**src/rtl/keypad_row_debouncer.sv**
```systemverilog
// Keypad row conditioning: per-row synchroniser and debouncer, with press/release
// event pulses and the index of the lowest pressed row.

module keypad_row_channel #(
  parameter int SYNC_STAGES     = 2,
  parameter int DEBOUNCE_CYCLES = 8
) (
  input  logic clk,
  input  logic rst,
  input  logic raw,
  output logic sync_lvl,
  output logic stable,
  output logic next_stable
);
  localparam int CW = $clog2(DEBOUNCE_CYCLES + 1);
  localparam logic [CW-1:0] LAST = CW'(DEBOUNCE_CYCLES - 1);

  logic [SYNC_STAGES-1:0] sync_q;
  logic [CW-1:0]          cnt, cnt_next;

  always_ff @(posedge clk or posedge rst)
    if (rst) sync_q <= '0;
    else     sync_q <= {sync_q[SYNC_STAGES-2:0], raw};

  assign sync_lvl = sync_q[SYNC_STAGES-1];

  // Any return to the stable level throws away the partial count.
  always_comb begin
    next_stable = stable;
    cnt_next    = cnt;
    if (sync_lvl == stable) begin
      cnt_next = '0;
    end else if (cnt == LAST) begin
      next_stable = sync_lvl;
      cnt_next    = '0;
    end else begin
      cnt_next = cnt + CW'(1);
    end
  end

  always_ff @(posedge clk or posedge rst)
    if (rst) begin
      stable <= 1'b0;
      cnt    <= '0;
    end else begin
      stable <= next_stable;
      cnt    <= cnt_next;
    end
endmodule

module keypad_row_debouncer #(
  parameter int ROWS            = 4,
  parameter int SYNC_STAGES     = 2,
  parameter int DEBOUNCE_CYCLES = 8,
  localparam int IDX_W          = (ROWS > 1) ? $clog2(ROWS) : 1
) (
  input  logic             clk,
  input  logic             rst,
  input  logic [ROWS-1:0]  row_in,
  output logic [ROWS-1:0]  row_sync,
  output logic [ROWS-1:0]  row_stable,
  output logic             any_pressed,
  output logic             multi_press,
  output logic             press_pulse,
  output logic             release_pulse,
  output logic [IDX_W-1:0] row_idx
);
  logic [ROWS-1:0] next_stable;
  logic            any_next;

  for (genvar g = 0; g < ROWS; g++) begin : g_ch
    keypad_row_channel #(
      .SYNC_STAGES    (SYNC_STAGES),
      .DEBOUNCE_CYCLES(DEBOUNCE_CYCLES)
    ) u_ch (
      .clk        (clk),
      .rst        (rst),
      .raw        (row_in[g]),
      .sync_lvl   (row_sync[g]),
      .stable     (row_stable[g]),
      .next_stable(next_stable[g])
    );
  end

  function automatic logic [IDX_W-1:0] lowest_set(input logic [ROWS-1:0] v);
    lowest_set = '0;
    for (int i = ROWS - 1; i >= 0; i--)
      if (v[i]) lowest_set = IDX_W'(i);
  endfunction

  assign any_next    = |next_stable;
  assign any_pressed = |row_stable;
  // Clearing the lowest set bit leaves something only if two or more were set.
  assign multi_press = |(row_stable & (row_stable - ROWS'(1)));

  always_ff @(posedge clk or posedge rst)
    if (rst) begin
      press_pulse   <= 1'b0;
      release_pulse <= 1'b0;
      row_idx       <= '0;
    end else begin
      press_pulse   <= any_next & ~any_pressed;
      release_pulse <= ~any_next & any_pressed;
      if (any_next && !any_pressed) row_idx <= lowest_set(next_stable);
    end
endmodule
```
**config.mk**
```make
export PLATFORM = sky130hd
export DESIGN_NAME = keypad_row_debouncer
export DESIGN_NICKNAME = d
export VERILOG_FILES = /design/src/rtl/keypad_row_debouncer.sv
export SDC_FILE = /design/constraint.sdc
export NUM_CORES = 1
export LEC_CHECK = 0
export ABC_AREA = 0
export CAP_MARGIN = 15
export CORE_MARGIN = 2
export CORE_UTILIZATION = 43
export CTS_BUF_LIST = sky130_fd_sc_hd__clkbuf_4 sky130_fd_sc_hd__clkbuf_8
export DETAILED_ROUTE_END_ITERATION = 7
export PLACE_DENSITY = 0.72
export SETUP_SLACK_MARGIN = 0.1
export SLEW_MARGIN = 20
export SYNTH_ARGS = -nofsm -noshare
export SYNTH_HDL_FRONTEND = slang
export SYNTH_SLANG_ARGS = --single-unit
```
**constraint.sdc**
```tcl
create_clock -name clk -period 1.3 [get_ports clk]
set_input_delay 0.325 -clock clk [delete_from_list [all_inputs] [get_ports clk]]
set_output_delay 0.325 -clock clk [all_outputs]
set_load 0.01 [all_outputs]
```
### Word level (Yosys, flattened, before mapping)

Index checks and enable logic that the tools add are counted.

| word-level totals | value |
|---|---|
| register bits after elaboration | 32 |
| memories | 0 |
| bits in read-only memories | 0 |
| RAM bits | 0 |
| output and inout bits | 14 |
| word-level logic and storage cells | 58 |
| input port bits | 6 |
| latch bits | 0 |

| operators by class | value |
|---|---|
| $lt $le $gt $ge | 0 |
| shift-type cells | 0 |
| equal/unequal tests | 8 |
| divide/modulo/power cells | 0 |
| mux-type cells | 20 |
| reduce and logical (&&, ||, !) cells | 5 |
| add/sub/neg operators | 5 |
| multiply operators | 0 |
| bitwise operators | 5 |

Operators with widths:

| kind | count |
|---|---|
| 2-to-1 mux 4 bit | 8 |
| adder 4 x 1 -> 4 bit, second input constant | 4 |
| equality test 4 x 3 -> 1 bit, second input constant | 4 |
| OR reduction 4 bit | 3 |
| 2-to-1 mux 1 bit | 8 |
| 2-to-1 mux 2 bit | 4 |
| AND 4 bit | 1 |
| equality test 1 bit | 4 |
| subtractor 4 x 1 -> 4 bit, second input constant | 1 |
| AND 1 bit | 2 |
| inverter 1 bit | 2 |
| logical AND 1 bit | 1 |
| zero test 1 bit | 1 |

### Logic depth before layout (Yosys ltp)

Gate-level depths: netlist (run 1).

| logic depth | value |
|---|---|
| depth after elaboration | 7 |
| depth in mapped cells | 6 |
| mapped depth without buffers | 6 |

### By module

From an unflattened synthesis (run 1), not the netlist that was laid out.

| unflattened totals | value |
|---|---|
| cells, all modules | 103 |
| area total of the unflattened synthesis | 1366.3 um^2 |

By module, submodules not included:

| module | cells each | sequential area each (um^2) | times used | area each (um^2) |
|---|---|---|---|---|
| keypad_row_channel | 20 | 175.2 | 4 | 289.0 |
| keypad_row_debouncer | 23 | 100.1 | 1 | 210.2 |

### Least setup slack after synthesis (run 1)

Ideal clock, no wire load.

| path | value |
|---|---|
| path kind | register to register |
| from | reg g_ch[3].u_ch.cnt[0] |
| to | reg press_pulse |
| arrival time | 1.311 ns |
| buffers on the path | 0 |
| cell stages (with the launch flop) | 6 |
| data required time | 1.181 ns |
| period minus slack after synthesis | 1.430 ns |
| setup slack | -0.130 ns |
| setup time | 0.119 ns |
| path through | dfrtp_1 -> ha_1 -> and3b_1 -> mux2i_2 -> nand4_1 -> and2_1 |

| on the way | value |
|---|---|
| longest elaborated chain between the ends | 5 |

Ends and longest elaborated chain:

| element | RTL line | text |
|---|---|---|
| start, declared | 19 | `logic [CW-1:0] cnt, cnt_next;` |
| start signal, assigned | 47 | `cnt <= cnt_next;` |
| equality test 4 x 3 -> 1 bit | 33 | `end else if (cnt == LAST) begin` |
| 2-to-1 mux 1 bit | 33 |  |
| 2-to-1 mux 1 bit | 31 | `if (sync_lvl == stable) begin` |
| OR reduction 4 bit | 91 | `assign any_next = \|next_stable;` |
| AND 1 bit | 102 | `press_pulse <= any_next & ~any_pressed;` |
| end signal, assigned | 102 |  |
| end, declared | 64 | `output logic press_pulse,` |

No other way between the ends.
A chain may end at the register's enable or synchronous reset.

### Final worst setup path (run 1)

| path | value |
|---|---|
| from | reg g_ch[0].u_ch.stable |
| to | out any_pressed |

| on the way | value |
|---|---|
| longest elaborated chain between the ends | 1 |

Ends and longest elaborated chain:

| element | RTL line | text |
|---|---|---|
| start, declared | 12 | `output logic stable,` |
| start signal, assigned | 46 | `stable <= next_stable;` |
| OR reduction 4 bit | 92 | `assign any_pressed = \|row_stable;` |
| end, declared | 62 | `output logic any_pressed,` |

No other way between the ends.

==> results of run 1 <==
[cells by family after synthesis]
logic type,Yosys count,synth area share (%)
xor+xnor,8,5.32
simple gates,36,15.8
fa+ha+maj,5,4.56
compound gates,9,3.99
buf+inv,14,6.27
mux,4,3.32
flops,32,60.8
[stage by stage]
step / TNS (ps) / util, % / hold slack [ps] / std cells / cell area, um^2
2_1_floorplan: -210 / - / 331 / 108 / 1330
3_3_place_gp: -1520 / 56.8 / 334 / 176 / 1690
3_5_place_dp: -1790 / 56.8 / 337 / 176 / 1690
4_1_cts: -1710 / 62.9 / 358 / 196 / 1870
5_1_grt: -2740 / 67.7 / 364 / 203 / 2020
6_report: -1980 / 67.7 / 356 / 203 / 2020
[what timing repair did]
| item | 4_1_cts | 5_1_grt |
|---|---|---|
| pin swaps | 8 | 11 |
| hold buffers | 0 | 0 |
| buffers inserted | 12 | 10 |
| resized for setup | 79 | 19 |
| endpoints found under the setup margin | 23 | 29 |
[layer usage]
layer / vias to the layer above / track usage (%)
li1: 479 / -
met1: 493 / 21.4
met2: 26 / 29.7
met3: 9 / 6.77
met4: 0 / 8.12
met5: - / 0
[cells in the final DEF, fill, tap and decap left out, types with 2 or more instances in the layout]
master / instances
nand3b_1: 3
inv_2: 4
nand3_1: 3
nor2b_1: 4
ha_2: 4
clkbuf_4: 7
dfrtp_1: 30
mux2i_4: 3
xnor2_1: 6
buf_2: 9
dfrtp_2: 2
a2bb2oi_2: 2
nor3_1: 5
buf_4: 33
nor2_1: 11
inv_1: 2
clkdlybuf4s50_1: 5
a21oi_1: 4
nor3b_1: 2
buf_6: 14
[worst max-delay path: stages (launching register included)]
cell	delay [ps]
dfrtp_1	420
buf_6	140
nor4_4	300
inv_2	90
buf_6	130
[worst max-delay path by stage]
stage,start,end,slack (ps)
2_1_floorplan,g_ch[3].u_ch.cnt[0]$_DFF_PP0_,press_pulse$_DFF_PP0_,-90
4_1_cts,g_ch[1].u_ch.stable$_DFF_PP0_,any_pressed,-400
5_1_grt,g_ch[0].u_ch.stable$_DFF_PP0_,any_pressed,-510
6_report,g_ch[0].u_ch.stable$_DFF_PP0_,any_pressed,-440
3_3_place_gp,g_ch[1].u_ch.stable$_DFF_PP0_,multi_press,-400
3_5_place_dp,g_ch[1].u_ch.stable$_DFF_PP0_,multi_press,-430
[sequential cells by signal, summed over array words and instances (netlist names)]
| signal | count |
|---|---|
| g_ch.u_ch.cnt | 16 |
| g_ch.u_ch.stable | 4 |
| g_ch.u_ch.sync_q | 8 |
| press_pulse | 1 |
| release_pulse | 1 |
| row_idx | 2 |
[area by class of cell]
type	count	share of cell area, %
Sequential cell	32	39.8
Timing Repair Buffer	62	25.8
Multi-Input combinational cell	62	27.9
Inverter	6	1.12
Clock buffer	8	3.29
Tap cell	33	2.05
[report_power, final]
| group | switching [W] | internal, W |
|---|---|---|
| Sequential | 0.000168 | 0.00127 |
| Clock | 0.000320 | 0.000308 |
| Combinational | 0.00121 | 0.00151 |
| Total | 0.00170 | 0.00310 |
==> flow_summary.yaml, run 1 <==
grt:
  grt.total_usage_pct: 18.2
  grt_pass1_wl_mm: 4.53
  grt_overflow: 0
  grt_max_degree: 33
  antenna_found_initial: 0
  grt_pass1_vias: 1067
power:
  power_w: 0.00479
  ir_drop_mv: 1.97
  p_leak_nw: 0.987
  powerDensity_nw_per_um2: 2380
drt:
  wl_met3_um: 104
  wirelength_met1_mm: 1.24
  highest_layer: "met4"
  wl_per_cell_um: 14.7
  met2_length_mm: 1.55
  dr_total_vias: 1007
  wirelength_mm: 2.98
  ant_nets: 0
  initialDrtViolationCount: 9
  drc_errors: 0
  viasPerCell: 4.96
  first_pass_iters: 4
critical_path:
  r2r_cells: 5
  startpoint_type: "flip-flop"
  arrival_ps: 1410
  worstPathMaxFanout: 3
  crit_type: "reg -> out"
  r2r-start: "g_ch[3].u_ch.cnt[0]$_DFF_PP0_"
  cp-end-kind: "primary output"
  r2r_slack_ps: -280
  required_ps: 980
  regToRegEndpoint: "press_pulse$_DFF_PP0_"
place:
  hpwl_mm: 1.81
  gp_congestion: 0.722
  place_ws_ps: -432
  io_buffers: 19
timing:
  period_needed_ps: 1740
  tightest_slew_ps: 344
  worst_slack_ps: -435
  maxSlewViolCount: 0
  hold_viol_final: 0
  slew_headroom_pct: 76.9
  rsz0062_at_grt: "yes"
  max_freq_mhz: 576
  skew_ps: 10.9
  period_share_pct: 133
  finalSetupViolations: 11
synthesis:
  synth-seq-cells: 32
  synth_most_common_cell: "dfrtp_1"
  synth_seq_area_share_pct: 60.8
  synthArstFlopShare_pct: 100
  synth_ff_type: "dfrtp_1"
  synth_top_area_share_pct: 60.8
  yosysWarnings: 0
  synth.area.top_cells: "dfrtp_1 61%, xnor2_1 5.3%, buf_4 4.6%"
  synth-edff-count: 0
  avgSynthCellArea_um2: 12.2
  netlist_instances: 108
  synth_common_cells: "32 x dfrtp_1, 11 x nor2_1, 8 x buf_4, 8 x xnor2_1"
  syn-num-nets: 118
  yosysUniqueCellTypes: 23
  yosys.area.top_type: "dfrtp_1"
  syn_area_um2: 1320
worst_hold_path:
  hp-start: "g_ch[3].u_ch.sync_q[0]$_DFF_PP0_"
  holdPathStages: 0
  worstHoldEndpoint: "g_ch[3].u_ch.sync_q[1]$_DFF_PP0_"
  min_path_type: "reg -> reg"
finish:
  layout.area.seq_um2: 803
  area_delta_synth_final_pct: 53.1
  fillers: 206
  drive_gt1_share_pct: 54.1
  antenna_cells: 0
  nets: 179
  multi_input_area_um2: 563
floorplanning:
  initial_core_util_pct: 44.2
  die_h_um: 59.4
  ios: 20
  die_w_um: 59.4
  rows: 20
  core-area_um2: 2980
  die_area_um2: 3520
cts:
  path_clk_slew_ps: 100
  cts-root-buf: "clkbuf_4"
  insertion_delay_ps: 330
  clock_sinks: 32
  numCtsBuffers: 5
  clockBufferDepth: 2
  htreeDepth: 2
  cts_tree: "built"
outcome:
  failed_checks: "negative setup slack"
  outcome: "finished with violations"
flow_run:
  max-cap-violations: 0
Power figures use the tool's default switching activity.
==> run 2, diff against run 1 <==
MAX_ROUTING_LAYER = met4   (was unset)
==> run 2 against run 1 <==
Against the previous run:
- the flow still finishes with violations (negative setup slack)
- setup slack worse by 1.7 ps
- global-route usage up 0.50 points
- fmax about the same
- sequential power about the same
- critical path type unchanged
- utilization unchanged
- highest routed layer unchanged
==> flow_summary.yaml, run 2 (synthesis gave the netlist of run 1 again) <==
cts:
  cts-root-buf: "clkbuf_4"
  htreeDepth: 2
  clock_sinks: 32
  ctsHoldBuffers: 0
  insertion_delay_ps: 330
  numCtsBuffers: 5
  clockBufferDepth: 2
  path_clk_slew_ps: 100
  cts_tree: "built"
place:
  placed_area_um2: 1690
  dp.cells: 176
  gp_congestion: 0.730
  place_ws_ps: -432
  io_buffers: 19
  hpwl_mm: 1.81
timing:
  tightest_slew_ps: 344
  finalSetupViolations: 11
  skew_ps: 11.1
  period_share_pct: 134
  rsz0062_at_grt: "yes"
  setup-tns-final_ps: -1990
  worst_slack_ps: -437
  max_freq_mhz: 576
  period_needed_ps: 1740
  slew_headroom_pct: 76.9
  hold_viol_final: 0
  maxSlewViolCount: 0
finish:
  area_delta_synth_final_pct: 53.1
  fillers: 206
  final_common_cell: "buf_4"
  drive_gt1_share_pct: 54.1
  final_area_um2: 2020
  final_cell_mix: "33 x buf_4, 30 x dfrtp_1, 14 x buf_6"
  nets: 179
  layoutNonFillerInstCount: 203
  antenna_cells: 0
  largest_reg_flops: 16
  regMostFlops: "g_ch.u_ch.cnt"
  reg_top3: "g_ch.u_ch.cnt (16), g_ch.u_ch.sync_q (8), g_ch.u_ch.stable (4)"
drt:
  viasPerCell: 4.96
  drc_errors: 0
  initialDrtViolationCount: 12
  wl_per_cell_um: 14.6
  dr_total_vias: 1006
  first_pass_iters: 4
  wirelength_mm: 2.97
  ant_nets: 0
critical_path:
  crit_type: "reg -> out"
  cpPeakStageDelay_ps: 420
  path_cells: "buf_6, nor4_4, inv_2, buf_6"
  required_ps: 980
  cp_slowest_cell: "dfrtp_1"
  r2r-start: "g_ch[3].u_ch.cnt[0]$_DFF_PP0_"
  cp-end-kind: "primary output"
  startpoint_type: "flip-flop"
  worstPathMaxFanout: 3
  arrival_ps: 1410
  worst_path_most_repeated_cell: "buf_6"
  crit_start: "g_ch[0].u_ch.stable$_DFF_PP0_"
grt:
  grt_overflow: 0
  grt_max_degree: 33
  grt.total_usage_pct: 18.7
  antenna_found_initial: 0
  grt_pass1_vias: 1069
  grt_pass1_wl_mm: 4.52
floorplanning:
  die_area_um2: 3520
  initial_core_util_pct: 44.2
  rows: 20
  ios: 20
  core-area_um2: 2980
  die_h_um: 59.4
  die_w_um: 59.4
worst_hold_path:
  hp-start: "g_ch[3].u_ch.sync_q[0]$_DFF_PP0_"
  min_path_type: "reg -> reg"
power:
  p_leak_nw: 0.987
  powerDensity_nw_per_um2: 2370
  power_w: 0.00479
  ir_drop_mv: 1.96
outcome:
  failed_checks: "negative setup slack"
  outcome: "finished with violations"
flow_run:
  max-cap-violations: 0
## run 2: cell counts in the layout (fill, tap and decap cells not counted)
Identical to the previous run, type by type.
## run 2: worst max-delay path: cells and delay by family (launching register included)
kind,cells,cell delay [ps]
buffers and inverters,3,360
flip-flops,1,420
AND/OR/NAND/NOR,1,300
## run 2: worst paths after layout
path	end	slack (ps)	depth (start not counted)
max	any_pressed	-440	4
min	g_ch[3].u_ch.sync_q[1]$_DFF_PP0_	360	0
max reg2reg	press_pulse$_DFF_PP0_	-280	5
min reg2reg	g_ch[3].u_ch.sync_q[1]$_DFF_PP0_	360	0
max in group asynchronous	g_ch[3].u_ch.stable$_DFF_PP0_	730	3
min in group asynchronous	g_ch[1].u_ch.cnt[2]$_DFF_PP0_	380	3
## run 2: layout make-up
| cell class | count | area [um^2] | area share (%) |
|---|---|---|---|
| Clock buffer | 8 | 66.3 | 3.29 |
| Inverter | 6 | 22.5 | 1.12 |
| Multi-Input combinational cell | 62 | 563 | 27.9 |
| Sequential cell | 32 | 803 | 39.8 |
| Tap cell | 33 | 41.3 | 2.05 |
| Timing Repair Buffer | 62 | 520 | 25.8 |
## run 2: per-stage QoR
step           hold slack [ps]  utilization (%)
6_report                   356             67.7
5_1_grt                    364             67.7
4_1_cts                    358             62.9
3_5_place_dp               337             56.8
3_3_place_gp               334             56.8
2_1_floorplan              331                -
## run 2: timing repair
| item | 4_1_cts | 5_1_grt |
|---|---|---|
| endpoints found under the setup margin | 23 | 29 |
| setup buffers | 12 | 10 |
| resized for setup | 79 | 19 |
| pin swaps | 8 | 11 |
| gates cloned | 0 | 0 |
## run 2: metal layers
layer	GRT usage, %	up-vias	wire length (um)
met2	29.7	26	1540
li1	-	479	-
met4	8.12	0	82
met5	-	-	0
met1	21.3	492	1240
met3	6.77	9	104
## run 2: where the power goes
part,internal [W],switching [W],total [W]
clock network,0.000308,0.000319,0.000628
logic,0.00151,0.00121,0.00272
registers,0.00127,0.000168,0.00144
total,0.00310,0.00169,0.00479
==> run 3, diff against run 2 <==
SETUP_SLACK_MARGIN = 0.5   (was 0.1)
==> run 3 against run 2 <==
Against the previous run:
- the run still ends with negative setup slack left
- via count up 3.6%
- sequential power is essentially flat
- die area unchanged
- non-clock buffer count grew 5
- clock skew is 1.1 ps higher
- clock power grew 36%
- critical endpoint is now multi_press
- largest cell class unchanged
- highest routed layer unchanged
==> flow_summary.yaml, run 3 (synthesis gave the netlist of run 1 again) <==
critical_path:
  cp_slowest_cell: "dfrtp_2"
  worstPathMaxFanout: 3
  crit_type: "reg -> out"
  startpoint_type: "flip-flop"
  required_ps: 980
  path_cells: "maj3_2, nor2_2, nor2_1, buf_2"
  cpPeakStageDelay_ps: 440
  cp-end-kind: "primary output"
  arrival_ps: 1370
timing:
  skew_ps: 12.2
  worst_slack_ps: -392
  period_needed_ps: 1690
  tightest_slew_ps: 269
  rsz0062_at_grt: "yes"
  maxSlewViolCount: 0
  hold_viol_final: 0
  period_share_pct: 130
  finalSetupViolations: 11
  slew_headroom_pct: 81.7
  setup-tns-final_ps: -2000
  max_freq_mhz: 591
floorplanning:
  die_area_um2: 3520
  core-area_um2: 2980
  die_h_um: 59.4
  rows: 20
  ios: 20
  initial_core_util_pct: 44.2
  die_w_um: 59.4
grt:
  grt_overflow: 0
  antenna_found_initial: 0
  grtUsageMet3_pct: 7.86
  grt_pass1_wl_mm: 4.86
  grt_pass1_vias: 1088
  grt_max_degree: 33
  gr-usage-met1_pct: 21.9
  grt.total_usage_pct: 20.2
  grtUsageMet2_pct: 32.2
  top_usage_layer: "met2"
power:
  powerDensity_nw_per_um2: 2360
  p_leak_nw: 1.06
  ir_drop_mv: 1.14
  power_w: 0.00529
drt:
  wl_per_cell_um: 15.0
  initialDrtViolationCount: 39
  first_pass_iters: 4
  wirelength_mm: 3.12
  drc_errors: 0
  viasPerCell: 5.01
  dr_total_vias: 1042
  ant_nets: 0
flow_run:
  max-cap-violations: 0
place:
  io_buffers: 19
  dp.cells: 179
  hpwl_mm: 1.84
  gp_congestion: 0.745
  placed_area_um2: 1760
finish:
  final_common_cell: "buf_4"
  fillers: 179
  area_delta_synth_final_pct: 70.5
  layoutNonFillerInstCount: 208
  final_util_pct: 75.4
  nets: 184
  reg_top3: "g_ch.u_ch.cnt (16), g_ch.u_ch.sync_q (8), g_ch.u_ch.stable (4)"
  final_area_um2: 2250
  final_cell_mix: "30 x buf_4, 28 x dfrtp_1, 23 x buf_6"
  antenna_cells: 0
  drive_gt1_share_pct: 65.7
  largest_reg_flops: 16
  regMostFlops: "g_ch.u_ch.cnt"
outcome:
  failed_checks: "negative setup slack"
  outcome: "finished with violations"
cts:
  cts_tree: "built"
  clockBufferDepth: 2
  insertion_delay_ps: 330
  numCtsBuffers: 5
  path_clk_slew_ps: 110
  clock_sinks: 32
  cts-root-buf: "clkbuf_4"
  ctsHoldBuffers: 0
  htreeDepth: 2
worst_hold_path:
  min_path_type: "reg -> reg"
[run 3: cell type report]
cell class                      instances  area, um^2  share of cell area (%)
Clock buffer                            7        65.1                    2.90
Tap cell                               33        41.3                    1.84
Inverter                                6        26.3                    1.17
Clock inverter                          1        30.0                    1.34
Sequential cell                        32         806                    35.9
Timing Repair Buffer                   67         604                    26.9
Multi-Input combinational cell         62         673                    30.0
[run 3: metrics by stage]
step	hold slack, ps	setup slack [ps]
floorplan	253	-89.9
global placement	332	-398
detailed placement	337	-437
CTS	351	-389
global route	349	-489
finish	342	-392
[run 3: path summary, 6_finish.rpt]
kind,to,slack [ps],start,cells after the start
max,multi_press,-390,g_ch[0].u_ch.stable$_DFF_PP0_,4
min,g_ch[0].u_ch.sync_q[1]$_DFF_PP0_,340,g_ch[0].u_ch.sync_q[0]$_DFF_PP0_,0
max reg2reg,press_pulse$_DFF_PP0_,-230,g_ch[3].u_ch.cnt[0]$_DFF_PP0_,5
min reg2reg,g_ch[0].u_ch.sync_q[1]$_DFF_PP0_,340,g_ch[0].u_ch.sync_q[0]$_DFF_PP0_,0
max in group asynchronous,g_ch[2].u_ch.stable$_DFF_PP0_,760,rst,3
min in group asynchronous,row_idx[1]$_DFFE_PP0P_,360,rst,3
[run 3: what timing repair did]
item / CTS / global route
gates cloned: 0 / 0
setup endpoints to repair: 38 / 38
pin swaps: 12 / 15
gates resized for setup: 94 / 23
endpoints found under the hold margin: 0 / 0
setup buffers: 13 / 8
[run 3: layer usage]
layer	wire length (um)	part of all wire [%]
met5	0	0
met4	72	2.3
met3	91	2.9
met2	1720	55
met1	1240	40
[run 3: worst max-delay path, delay by kind of cell, from the launching register on]
family,cells,cell delay [ps]
buffers and inverters,1,140
and+or+nand+nor,2,130
adders and majority gates,1,320
DFF,1,440
[run 3: power breakdown]
part	internal, W	switching (W)
clock network	0.000511	0.000342
logic	0.00174	0.00123
registers	0.00128	0.000184
total	0.00353	0.00176
==> RTL change (settings of run 1) <==
Reset style: synchronous (`rst`), changed in 3 clocked blocks.
--- a/src/rtl/keypad_row_debouncer.sv
+++ b/src/rtl/keypad_row_debouncer.sv
@@ -18,7 +18,7 @@
   logic [SYNC_STAGES-1:0] sync_q;
   logic [CW-1:0]          cnt, cnt_next;
 
-  always_ff @(posedge clk or posedge rst)
+  always_ff @(posedge clk)
     if (rst) sync_q <= '0;
     else     sync_q <= {sync_q[SYNC_STAGES-2:0], raw};
 
@@ -38,7 +38,7 @@
     end
   end
 
-  always_ff @(posedge clk or posedge rst)
+  always_ff @(posedge clk)
     if (rst) begin
       stable <= 1'b0;
       cnt    <= '0;
@@ -93,7 +93,7 @@
   // Clearing the lowest set bit leaves something only if two or more were set.
   assign multi_press = |(row_stable & (row_stable - ROWS'(1)));
 
-  always_ff @(posedge clk or posedge rst)
+  always_ff @(posedge clk)
     if (rst) begin
       press_pulse   <= 1'b0;
       release_pulse <= 1'b0;
Check against the original RTL: differs if rst is asserted again (counterexample within 4 cycles, from zero or initial values and one cycle with rst high); with rst held inactive, the same outputs for 10 cycles.
==> RTL change against run 1 <==
- the run still ends with negative setup slack left
- highest routed layer unchanged
- global-route usage shrank 1.6 points
- largest cell class is now multi-input combinational cells
- area after synthesis shrank 0.19%
- synthesized cell count grew 15%
- cell area shrank 4.7%
- worst setup slack gained 130 ps
- first-iteration DRC count grew 120%
- die area shrank 0.19%
- via count shrank 2.1%
- routed wire length shrank 11%
- non-clock buffer count shrank 12
- sequential cell count is the same
- critical path depth is the same
- utilization shrank 3.2 points
Power is not compared: it rests on default switching activity, and its combinational part moved more than twofold at a synthesized area within 25%.
==> RTL change: results (changes against run 1) <==
Status: finished with violations
Filler cells: 242 (+17%)
Clk slew on worst S/H paths: 90 ps
Hold Path Class: reg -> reg
GRT Total Usage: 16.59% (-1.6 points)
Setup TNS: -1115 ps (+868.2 ps)
Worst slew pin tran: 250.4 ps (-93.82 ps)
Top_reg_cell synth: dfxtp_1
Pin count of the biggest net entering global routing: 14 (-58%)
PnR worst setup slack: -303.7 ps (+131.4 ps)
Worst vdd ir: 683.6 µV
N_diodes: 0 (unchanged)
Final setup viols: 9 (-2)
Dpl hpwl: 1839 µm (+1.4%)
First-pass GRT wire length: 4250 µm (-6.1%)
CTS Hold Bufs: 0 (unchanged)
CP Max Fanout: 3 (unchanged)
CTS max path bufs: 2 (unchanged)
Vias in the first global route: 1046 (-2.0%)
Seq/Total Area, Yosys: 48.72% (-12 points)
Placer Congestion: 0.7997 (+11%)
Initial DRT Pass Iterations: 4 (unchanged)
Nets@finish: 181 (+1.1%)
Asr flop ratio synth: 0% (-100 points)
DRT Wirelength: 2650 µm (-11%)
Max-Cap Viols: 0 (unchanged)
DIE WIDTH: 59.30 µm (about the same)
Via/cell ratio: 4.810 (-3.0%)
Clock Tree Root: clkbuf_4
Share of cells above drive strength 1: 55.23% (+1.1 points)
Initial antenna violation count: 0 (unchanged)
Count of cell types in the netlist: 29 (+26%)
Syn nets: 134 (+14%)
Clock skew: 9.821 ps (-1.066 ps)
Top post-synthesis cells by count: dfxtp_1 (32), nor2_1 (22), buf_4 (8), nor2b_1 (8), xnor2_1 (8)
Violated checks: negative setup slack
Synth top area cells: dfxtp_1 (49%), nor2_1 (6.3%), xnor2_1 (5.3%), nand3b_4 (4.6%), buf_4 (4.6%)
Detailed Route Iter0 Violations: 20 (+11)
[RTL change: changes by cell type after synthesis, sizes merged, moves of 3 or more]
cell,run 1,this run
a21oi,6,1
and3,0,4
dfrtp,32,0
dfxtp,0,32
inv,6,3
nand2,1,4
nor2,11,22
nor2b,4,8
nor3,6,2
nor3b,3,0
xor2,0,4
[RTL change: report_power, final]
group / total [W] / leakage, nW / internal [W] / switching (W)
Combinational: 0.0000886 / 0.612 / 0.0000504 / 0.0000382
Sequential: 0.00100 / 0.268 / 0.000992 / 0.00000755
Clock: 0.000616 / 0.0394 / 0.000309 / 0.000307
Total: 0.00170 / 0.919 / 0.00135 / 0.000353
[RTL change: per-layer routing]
metal / part of all wire [%] / global-route usage [%] / vias up / wire (µm)
met1: 40 / 16.76 / 458 / 1060
met2: 53 / 29.83 / 25 / 1417
met3: 4.9 / 5.240 / 4 / 129
li1: - / - / 499 / -
met5: 0 / 0 / - / 0
met4: 1.6 / 9.091 / 0 / 42
[RTL change: kinds of logic after synthesis]
| family | synth area share [%] |
|---|---|
| mux | 5.709 |
| compound gates | 4.567 |
| buf+inv | 5.995 |
| flops | 48.72 |
| simple gates | 22.46 |
| xor+xnor | 7.992 |
| fa+ha+maj | 4.567 |
[RTL change: final timing paths]
check                                    start                                end  slack (ps)  cells after the start
min reg2reg  g_ch[2].u_ch.sync_q[0]$_SDFF_PP0_  g_ch[2].u_ch.sync_q[1]$_SDFF_PP0_         440                      1
min          g_ch[2].u_ch.sync_q[0]$_SDFF_PP0_  g_ch[2].u_ch.sync_q[1]$_SDFF_PP0_         440                      1
max reg2reg     g_ch[3].u_ch.cnt[1]$_SDFF_PP0_           release_pulse$_SDFF_PP0_        -130                      6
max             g_ch[1].u_ch.stable$_SDFF_PP0_                        multi_press        -300                      4
[RTL change: critical path, cell delays in order, from the launching register on]
cell,delay [ps]
dfxtp_4,370
maj3_2,310
nor2_2,100
nor2_1,50
buf_2,140
[RTL change: stage by stage]
step                hold WS (ps)  worst slack, ps  cell area (µm²)  std cells
floorplan                  413.8           -55.82             1368        124
global placement           416.7           -297.1             1732        191
detailed placement         423.7           -308.0             1732        191
CTS                        442.4           -297.5             1881        204
global route               447.8           -358.3             1923        205
finish                     442.7           -303.7             1923        205
[RTL change: timing repair]
| action | in CTS | in global routing |
|---|---|---|
| gates resized for setup | 83 | 15 |
| endpoints found under the hold margin | 0 | 0 |
| endpoints found under the setup margin | 18 | 21 |
| pin swaps | 5 | 13 |
| setup buffers | 6 | 2 |
[RTL change: layout make-up]
type                       instances  area (µm²)  share of cell area (%)
clock buffer                       8       66.31                   3.448
inverter                           3       11.26                  0.5856
multi-input combinational         79       710.7                   36.96
sequential                        32       666.9                   34.68
tap                               33       41.29                   2.147
timing repair buffer              50       426.7                   22.19
